==> config.mk <==
export PLATFORM = sky130hd
export DESIGN_NAME = branch_resolve_pipe
export DESIGN_NICKNAME = d
export VERILOG_FILES = /design/src/rtl/branch_resolve_pipe.sv
export SDC_FILE = /design/constraint.sdc
export NUM_CORES = 1
export LEC_CHECK = 0
export ABC_AREA = 0
export CORE_UTILIZATION = 25
export CTS_CLUSTER_SIZE = 10
export DETAILED_ROUTE_END_ITERATION = 16
export PLACE_DENSITY = 0.55
export SLEW_MARGIN = 20
export SYNTH_ARGS = -nofsm -noshare
export SYNTH_HDL_FRONTEND = slang
export SYNTH_SLANG_ARGS = --single-unit
==> constraint.sdc <==
create_clock -name clk_i -period 2.2 [get_ports clk_i]
set_input_delay 0.22 -clock clk_i [delete_from_list [all_inputs] [get_ports clk_i]]
set_output_delay 0.22 -clock clk_i [all_outputs]
set_load 0.1 [all_outputs]
==> src/rtl/branch_resolve_pipe.sv <==
// branch_resolve_pipe
// Carries per-fetch prediction metadata ID -> EX -> MEM, merges it with the
// branch outcome resolved in EX, and presents the registered EXMEM_* update /
// recovery packet for the agree predictor. Detects mispredictions, squashes
// wrong-path slots, and keeps saturating branch / mispredict statistics.
//
// Ports
//   clk_i, rst_i            clock, synchronous active-high reset
//   IF_*                    fetch PC and predictor outputs for this fetch
//   stall_i                 hold ID, insert a bubble into EX
//   flush_i                 external squash, same effect as a mispredict
//   EX_*                    decoded class, comparator result, resolved target
//   EXMEM_*                 registered commit-stage update/recovery packet
//   mispredict_o            commit-stage redirect required (from MEM regs)
//   branch_cnt_o,
//   mispredict_cnt_o        saturating statistics, cleared by cnt_clr_i
module branch_resolve_pipe #(
  parameter int unsigned INDEX_WIDTH   = 6,
  parameter int unsigned HISTORY_WIDTH = 8,
  parameter int unsigned CNT_WIDTH     = 32
) (
  input  logic                        clk_i,
  input  logic                        rst_i,
  input  logic                        IF_valid_i,
  input  logic [31:0]                 IF_pc_i,
  input  logic                        IF_btb_hit_i,
  input  logic                        IF_prediction_i,
  input  logic                        IF_bias_i,
  input  logic [HISTORY_WIDTH-1:0]    IF_ghr_data_i,
  input  logic                        stall_i,
  input  logic                        flush_i,
  input  logic                        EX_is_branch_i,
  input  logic                        EX_is_jal_i,
  input  logic                        EX_is_jalr_i,
  input  logic                        EX_br_taken_i,
  input  logic [31:0]                 EX_target_i,
  output logic [INDEX_WIDTH-1:0]      EXMEM_btb_wr_index_o,
  output logic [31-INDEX_WIDTH-2:0]   EXMEM_btb_wr_tag_o,
  output logic [31:0]                 EXMEM_btb_wr_target_o,
  output logic [HISTORY_WIDTH-1:0]    EXMEM_pht_wr_index_o,
  output logic                        EXMEM_btb_hit_o,
  output logic                        EXMEM_prediction_o,
  output logic                        EXMEM_bias_o,
  output logic [HISTORY_WIDTH-1:0]    EXMEM_ghr_data_o,
  output logic                        EXMEM_is_jmp_o,
  output logic                        EXMEM_br_decision_o,
  output logic [31:0]                 EXMEM_pcplus4_o,
  output logic                        mispredict_o,
  output logic [CNT_WIDTH-1:0]        branch_cnt_o,
  output logic [CNT_WIDTH-1:0]        mispredict_cnt_o,
  input  logic                        cnt_clr_i
);

  localparam int unsigned TW = 32 - INDEX_WIDTH - 2;

  // ID slot
  logic                     r_id_valid;
  logic [31:0]              r_id_pc;
  logic                     r_id_hit, r_id_pred, r_id_bias;
  logic [HISTORY_WIDTH-1:0] r_id_ghr;

  // EX slot
  logic                     r_ex_valid;
  logic [31:0]              r_ex_pc;
  logic                     r_ex_hit, r_ex_pred, r_ex_bias;
  logic [HISTORY_WIDTH-1:0] r_ex_ghr;

  // MEM slot; only pc[31:2] is needed for the index/tag fields
  logic                     r_mem_valid;
  logic [29:0]              r_mem_pc_w;
  logic [31:0]              r_mem_pcplus4;
  logic                     r_mem_hit, r_mem_pred, r_mem_bias;
  logic [HISTORY_WIDTH-1:0] r_mem_ghr;
  logic                     r_mem_is_jmp, r_mem_dec;
  logic [31:0]              r_mem_target;

  logic [CNT_WIDTH-1:0]     r_branch_cnt, r_mispredict_cnt;

  // next MEM contents
  logic                     w_mem_valid;
  logic [29:0]              w_mem_pc_w;
  logic [31:0]              w_mem_pcplus4;
  logic                     w_mem_hit, w_mem_pred, w_mem_bias;
  logic [HISTORY_WIDTH-1:0] w_mem_ghr;
  logic                     w_mem_is_jmp, w_mem_dec;
  logic [31:0]              w_mem_target;

  logic w_mispredict;
  logic w_squash;
  logic w_br_inc, w_mp_inc;

  // Redirect: a jump whose prediction disagrees, or any non-jump that redirects (JALR)
  assign w_mispredict = r_mem_valid &
                        ((r_mem_is_jmp & (r_mem_pred ^ r_mem_dec)) | (~r_mem_is_jmp & r_mem_dec));
  assign w_squash     = w_mispredict | flush_i;

  // EX -> MEM merge; bubbles and squashed slots produce an all-zero packet
  always_comb begin
    w_mem_valid   = 1'b0;
    w_mem_pc_w    = '0;
    w_mem_pcplus4 = '0;
    w_mem_hit     = 1'b0;
    w_mem_pred    = 1'b0;
    w_mem_bias    = 1'b0;
    w_mem_ghr     = '0;
    w_mem_is_jmp  = 1'b0;
    w_mem_dec     = 1'b0;
    w_mem_target  = '0;
    if (r_ex_valid && !w_squash) begin
      w_mem_valid   = 1'b1;
      w_mem_pc_w    = r_ex_pc[31:2];
      w_mem_pcplus4 = r_ex_pc + 32'd4;
      w_mem_hit     = r_ex_hit;
      w_mem_pred    = r_ex_pred;
      w_mem_bias    = r_ex_bias;
      w_mem_ghr     = r_ex_ghr;
      w_mem_is_jmp  = EX_is_branch_i | EX_is_jal_i;
      w_mem_dec     = (EX_is_branch_i & EX_br_taken_i) | EX_is_jal_i | EX_is_jalr_i;
      w_mem_target  = EX_target_i;
    end
  end

  // ID / EX slots: squash beats stall; stall holds ID and bubbles EX
  always_ff @(posedge clk_i) begin
    if (rst_i) begin
      r_id_valid <= 1'b0;
      r_id_pc    <= '0;
      r_id_hit   <= 1'b0;
      r_id_pred  <= 1'b0;
      r_id_bias  <= 1'b0;
      r_id_ghr   <= '0;
      r_ex_valid <= 1'b0;
      r_ex_pc    <= '0;
      r_ex_hit   <= 1'b0;
      r_ex_pred  <= 1'b0;
      r_ex_bias  <= 1'b0;
      r_ex_ghr   <= '0;
    end else if (w_squash) begin
      r_id_valid <= 1'b0;
      r_ex_valid <= 1'b0;
    end else begin
      if (!stall_i) begin
        r_id_valid <= IF_valid_i;
        r_id_pc    <= IF_pc_i;
        r_id_hit   <= IF_btb_hit_i;
        r_id_pred  <= IF_prediction_i;
        r_id_bias  <= IF_bias_i;
        r_id_ghr   <= IF_ghr_data_i;
      end
      r_ex_valid <= r_id_valid & ~stall_i;
      r_ex_pc    <= r_id_pc;
      r_ex_hit   <= r_id_hit;
      r_ex_pred  <= r_id_pred;
      r_ex_bias  <= r_id_bias;
      r_ex_ghr   <= r_id_ghr;
    end
  end

  // MEM slot
  always_ff @(posedge clk_i) begin
    if (rst_i) begin
      r_mem_valid   <= 1'b0;
      r_mem_pc_w    <= '0;
      r_mem_pcplus4 <= '0;
      r_mem_hit     <= 1'b0;
      r_mem_pred    <= 1'b0;
      r_mem_bias    <= 1'b0;
      r_mem_ghr     <= '0;
      r_mem_is_jmp  <= 1'b0;
      r_mem_dec     <= 1'b0;
      r_mem_target  <= '0;
    end else begin
      r_mem_valid   <= w_mem_valid;
      r_mem_pc_w    <= w_mem_pc_w;
      r_mem_pcplus4 <= w_mem_pcplus4;
      r_mem_hit     <= w_mem_hit;
      r_mem_pred    <= w_mem_pred;
      r_mem_bias    <= w_mem_bias;
      r_mem_ghr     <= w_mem_ghr;
      r_mem_is_jmp  <= w_mem_is_jmp;
      r_mem_dec     <= w_mem_dec;
      r_mem_target  <= w_mem_target;
    end
  end

  // Saturating statistics; clear wins over a same-cycle event
  assign w_br_inc = r_mem_valid & r_mem_is_jmp & (r_branch_cnt != {CNT_WIDTH{1'b1}});
  assign w_mp_inc = w_mispredict & (r_mispredict_cnt != {CNT_WIDTH{1'b1}});

  always_ff @(posedge clk_i) begin
    if (rst_i || cnt_clr_i) begin
      r_branch_cnt     <= '0;
      r_mispredict_cnt <= '0;
    end else begin
      if (w_br_inc) r_branch_cnt     <= r_branch_cnt + CNT_WIDTH'(1);
      if (w_mp_inc) r_mispredict_cnt <= r_mispredict_cnt + CNT_WIDTH'(1);
    end
  end

  assign EXMEM_btb_wr_index_o  = r_mem_pc_w[INDEX_WIDTH-1:0];
  assign EXMEM_btb_wr_tag_o    = r_mem_pc_w[29:INDEX_WIDTH];
  assign EXMEM_btb_wr_target_o = r_mem_target;
  assign EXMEM_pht_wr_index_o  = r_mem_pc_w[HISTORY_WIDTH-1:0];
  assign EXMEM_btb_hit_o       = r_mem_hit;
  assign EXMEM_prediction_o    = r_mem_pred;
  assign EXMEM_bias_o          = r_mem_bias;
  assign EXMEM_ghr_data_o      = r_mem_ghr;
  assign EXMEM_is_jmp_o        = r_mem_is_jmp;
  assign EXMEM_br_decision_o   = r_mem_dec;
  assign EXMEM_pcplus4_o       = r_mem_pcplus4;
  assign mispredict_o          = w_mispredict;
  assign branch_cnt_o          = r_branch_cnt;
  assign mispredict_cnt_o      = r_mispredict_cnt;

endmodule

# --- Word-level counts from Yosys, hierarchy flattened ---
# Index checks and enable logic that the tools add are counted.
classes:
  div_mod_pow: 0
  reduce_logical: 6
  n_mux: 1
  eq_ne: 2
  multipliers: 0
  shifts: 0
  n_bitwise: 18
  n_lt_le_gt_ge: 0
  add_sub_neg: 3
op_table:
  columns: ["cell", "count"]
  rows:
  - ["32-bit by 1-bit adder with 32-bit output, second input constant", 2]
  - ["32-bit != test, second input constant", 2]
  - ["32-bit by 3-bit adder with 32-bit output, second input constant", 1]
  - ["1-bit bitwise AND", 8]
  - ["1-bit OR", 5]
  - ["1-bit NOT", 4]
  - ["2-bit OR reduction", 2]
  - ["2-bit AND reduction", 1]
  - ["1-bit logical AND", 1]
  - ["1-bit zero test", 1]
  - ["1-bit logical OR", 1]
  - ["1-bit two-way mux", 1]
  - ["1-bit XOR", 1]
word_totals:
  wordCells: 54
  mem_count: 0
  output_inout_bits: 180
  reg_bits: 260
  latch_bits: 0
  ram_bits: 0
  rom_bits: 0

# --- Longest topological paths before layout ---
# Gate-level depths: netlist of run 1.
depth:
  word_depth: 9
  ltp_mapped: 8
  mapped_depth_nobuf: 6

# --- Worst setup path before layout of run 1 ---
# OpenSTA, ideal clock, no wires.
synth_path:
  kind: "register to register"
  startpoint: "reg r_mem_dec, in the netlist EXMEM_br_decision_o"
  endpoint: "reg r_mispredict_cnt[26], in the netlist mispredict_cnt_o[26]"
  path_buffers: 1
  slack_ns: -0.787
  period_less_slack_ns: 2.987
  stages_incl_launch_ff: 8
  t_arrival_ns: 2.917
  cell_sequence: "dfxtp_1 a21boi_1 o21ai_1 inv_1 nand3_2 buf_6 or3_1 a21oi_1"
synth_via:
  elab_chain_len: 5
  word_cells_on_any_way: 6
  classes_between: "bitwise: 6"
synth_rtl:
  columns: ["item", "line", "source"]
  rows:
  - ["start: declaration", "74", "logic r_mem_is_jmp, r_mem_dec;"]
  - ["start signal: assignment", "181", "r_mem_dec <= w_mem_dec;"]
  - ["1-bit XOR", "94", "((r_mem_is_jmp & (r_mem_pred ^ r_mem_dec)) | (~r_mem_is_jmp & r_mem_dec));"]
  - ["1-bit bitwise AND", "94", null]
  - ["1-bit OR *", "94", null]
  - ["1-bit bitwise AND *", "93", "assign w_mispredict = r_mem_valid &"]
  - ["net mispredict_o", "48", "output logic mispredict_o,"]
  - ["1-bit bitwise AND *", "188", "assign w_mp_inc = w_mispredict & (r_mispredict_cnt != {CNT_WIDTH{1'b1}});"]
  - ["end signal: assignment", "196", "if (w_mp_inc) r_mispredict_cnt <= r_mispredict_cnt + CNT_WIDTH'(1);"]
  - ["end: declaration", "77", "logic [CNT_WIDTH-1:0] r_branch_cnt, r_mispredict_cnt;"]
# The timed path passes the listed nets; every way through them passes the cells marked *.
# A chain may end at the register's enable or synchronous reset.

# --- Worst setup path in the final report of run 1 ---
layout_path:
  startpoint: "reg r_branch_cnt[0], in the netlist branch_cnt_o[0]"
  endpoint: "reg r_branch_cnt[31], in the netlist branch_cnt_o[31]"
layout_via:
  elab_chain_len: 2
  word_cells_on_any_way: 3
  classes_between: "add/sub: 1; eq/ne: 1; bitwise: 1"
layout_rtl:
  columns: ["item", "line", "source"]
  rows:
  - ["start: declaration", "77", null]
  - ["start signal: assignment", "195", "if (w_br_inc) r_branch_cnt <= r_branch_cnt + CNT_WIDTH'(1);"]
  - ["branches (longest 2 deep; another with 32-bit by 1-bit adder with 32-bit output)", null, null]
# Several ways; the timed one is not identified.

==> reports/qor.txt, run 1 <==
Number of flops mapped to enable cells by yosys: 0
Starting DRT DRC Count: 554
Worst Hold Class: input pin to flop
Final setup fails: 0
Netlist cell types: 53
Total track usage: 0.144
Max-slew headroom: 0.320
Flip-flop and latch area: 0.00533 mm²
R2R setup slack: 0.11 ns
Synth Net Count: 1,206
Leak: 5.22 nW
Via density: 4.56
CP endpoint kind: flop
Dpl cells: 1,867
Final critical-path share of the clock period: 0.950
Max frequency: 478 MHz
I/O pin cnt: 265
Top cell type's share of synthesized area: 0.528
Post-synthesis register bit count: 260
Clk_lat worst skew: 0.52 ns
Core ar.: 0.0387 mm²
Sequential area share after synthesis: 0.528
Final instance area: 0.0138 mm²
Clk slew on worst S/H paths: 0.05 ns
First-pass GRT wire length: 46,400 µm
Finished Layout Cells: 1,923
Rows: 72
Mapped Cells: 1,118
Final net count: 1,478
Reg-to-reg startpoint: branch_cnt_o[0]$_SDFFE_PP0P_
Crit Path Max Fanout: 5
Slowest stage delay, CP: 0.53 ns
Largest net degree at the start of global routing: 89
Total power: 10.1 mW
Internal Pwr Total: 7.80 mW
Synth Warn #: 0
Synth top area cells: dfxtp_1 53%, nand2_1 8.5%, a21oi_1 6.6%
Initial Utilization: 0.254
VDD IR max: 399 µV
Hold Path Sink: branch_cnt_o[3]$_SDFFE_PP0P_
Mapped Avg Cell Area: 8.82 µm²
Data arrival, critical path: 2.48 ns
Post-DP HPWL: 21,100 µm
Clk root buf: clkbuf_16
Post-Syn Area: 0.00986 mm²
Status: finished clean
Critical path required time: 2.59 ns
Util after Layout: 0.358
Worst Setup Slack, final: 0.109 ns
Hold_ws: 0.0698 ns
Sequential share of power: 0.474
CTS Buf Count: 34
H-tree depth: 2
Post-synth top area cell: dfxtp_1
Count leader, synth: dfxtp_1
CP Launch Type: flop
CTS tree: done
Vias: 8,762
Dpl ws: 0.0164 ns
Aggregate routed wire length: 29,600 µm
Clk sinks: 260
Critical setup path kind: flop to flop
Wire length per cell: 15.4 µm
Hold Crit Depth: 3
# diodes: 0
Setup TNS after final layout: 0 ns
Initial antenna violation count: 2
Worst hold start: rst_i
Area after DPL: 0.0128 mm²
Layout area overhead: 40.5%
Skew final: 0.0126 ns
Vias in the first global route: 8,325
Die ar.: 0.0402 mm²
Crit path cell chain: ha_2 > nand4_1 > or4_4 > o31ai_4 > buf_4 > or4_1 > a21oi_1
Worst R2R Path Depth: 7
Antenna Nets Post-Route: 0
First-pass DRT Iterations: 5
Comb power frac: 0.039
Worst path slowest cell: or4_4
Placer Congestion: 0.822
Area of the multi-input gates: 0.00434 mm²
Switching Fraction: 0.227
Tmin final: 2.09 ns
Clock network fraction of total power: 0.487
Slew Limit Fails: 0
DRC Markers: 0
Share of cells above drive strength 1: 0.251
Fillcell total: 4,063
CTS Buffer Depth: 3
Max Cap Viol: 0
Most frequent cells after synthesis: 260 x dfxtp_1, 222 x nand2_1, 129 x a21oi_1
GRT overflow: 0
Worst slew pin tran: 1.02 ns
P_sw: 2.29 mW
Async set-reset flop share out of synthesis: 0
Synth Flop Type: dfxtp_1
Reg2reg end: branch_cnt_o[31]$_SDFFE_PP0P_
Pwr Density: 729 mW/mm²
Die width: 201 µm
Total count of hold-check failures in the final report: 0
Die H: 201 µm
Port Buffers: 264
timing repair:
item                                    4_1_cts  5_1_grt
endpoints found under the setup margin        1       12
gates resized for setup                       0        1
buffers inserted                              2        3
hold buffers                                  0        0
pin swaps                                     1        4
worst max-delay path by stage:
| stage | start | end | depth (start not counted) |
|---|---|---|---|
| after CTS | branch_cnt_o[0]$_SDFFE_PP0P_ | branch_cnt_o[19]$_SDFFE_PP0P_ | 6 |
| after detailed placement | branch_cnt_o[0]$_SDFFE_PP0P_ | branch_cnt_o[13]$_SDFFE_PP0P_ | 6 |
| after global routing | branch_cnt_o[0]$_SDFFE_PP0P_ | branch_cnt_o[5]$_SDFFE_PP0P_ | 7 |
| final | branch_cnt_o[0]$_SDFFE_PP0P_ | branch_cnt_o[31]$_SDFFE_PP0P_ | 7 |
| after floorplan | branch_cnt_o[22]$_SDFFE_PP0P_ | branch_cnt_o[28]$_SDFFE_PP0P_ | 5 |
| after global placement | flush_i | r_id_pc[18]$_SDFFE_PP0P_ | 6 |
layout by cell type (no fill, tap or decap), types with 14 or more instances in the layout:
| cell type | synthesis | layout |
|---|---|---|
| nand2_1 | 222 | 222 |
| buf_4 | 9 | 217 |
| dfxtp_1 | 260 | 198 |
| a21oi_1 | 129 | 129 |
| clkdlybuf4s50_1 | 0 | 83 |
| and2_1 | 79 | 79 |
| nor2_1 | 65 | 64 |
| dfxtp_2 | 0 | 44 |
| or3_1 | 34 | 34 |
| clkbuf_16 | 0 | 34 |
| nand3_1 | 32 | 32 |
| o21ai_0 | 30 | 30 |
| nand4_1 | 24 | 24 |
| xnor2_1 | 22 | 22 |
| dfxtp_4 | 0 | 18 |
| and4_1 | 15 | 15 |
| xor2_1 | 15 | 15 |
| or4_1 | 14 | 14 |
metal layers:
metal / global-route usage / up-vias / share of wire
met3: 0.0409 / 51 / 0.064
li1: - / 4363 / -
met5: 0 / - / 0.00088
met1: 0.189 / 4136 / 0.47
met4: 0.0510 / 4 / 0.026
met2: 0.224 / 208 / 0.44
registers in the layout, indices dropped and copies added (netlist names), 8 cells and up:
signal                 cells
branch_cnt_o              32
EXMEM_btb_wr_target_o     32
r_mem_pc_w                30
mispredict_cnt_o          32
r_id_ghr                   8
r_ex_pc                   32
r_id_pc                   32
EXMEM_pcplus4_o           32
r_ex_ghr                   8
EXMEM_ghr_data_o           8
power by group through the flow:
stage          Sequential [mW]  Combinational, mW  Clock (mW)
5_1_grt                   4.79              0.428        5.33
6_report                  4.79              0.391        4.91
3_3_place_gp              4.88              0.395           0
3_5_place_dp              4.88              0.395           0
4_1_cts                   4.78              0.397        5.11
2_1_floorplan             4.88              0.163           0
critical path: cells and delay by family (launching register included):
family                     cells  cell delay, ns
buffers and inverters          1            0.17
adders and majority gates      1            0.21
AOI/OAI and AO/OA              2            0.38
DFF                            1            0.37
and+or+nand+nor                3            0.83
cell families (layout without fill, tap and decap cells):
group | count (synthesis) | after routing | share of synthesized area
adder cells (fa/ha/maj) | 3 | 3 | 0.00381
buffers and inverters | 79 | 366 | 0.0350
flip-flops | 260 | 260 | 0.528
AO/OA/AOI/OAI | 206 | 206 | 0.123
AND/OR/NAND/NOR | 527 | 527 | 0.271
multiplexers | 6 | 6 | 0.00609
XOR/XNOR | 37 | 37 | 0.0329
layout make-up:
type / instances / share of cell area
multi-input cells: 779 / 0.313
repair buffers: 303 / 0.182
clock inverters: 8 / 0.00605
clock buffers: 43 / 0.0639
well taps: 518 / 0.0468
flip-flops and latches: 260 / 0.385
inverters: 12 / 0.00352
Note: power is estimated with default switching activity, not from simulation.
==> run 2: changes to the inputs <==
--- a/config.mk
+++ b/config.mk
@@ -6,11 +6,11 @@
 export NUM_CORES = 1
 export LEC_CHECK = 0
 export ABC_AREA = 0
+export ABC_CLOCK_PERIOD_IN_PS = 2200
 export CORE_UTILIZATION = 25
 export CTS_CLUSTER_SIZE = 10
 export DETAILED_ROUTE_END_ITERATION = 16
 export PLACE_DENSITY = 0.55
-export SLEW_MARGIN = 20
 export SYNTH_ARGS = -nofsm -noshare
 export SYNTH_HDL_FRONTEND = slang
 export SYNTH_SLANG_ARGS = --single-unit
==> results of run 2 <==
The final DEF is identical to that of run 1; final timing and power are the same.
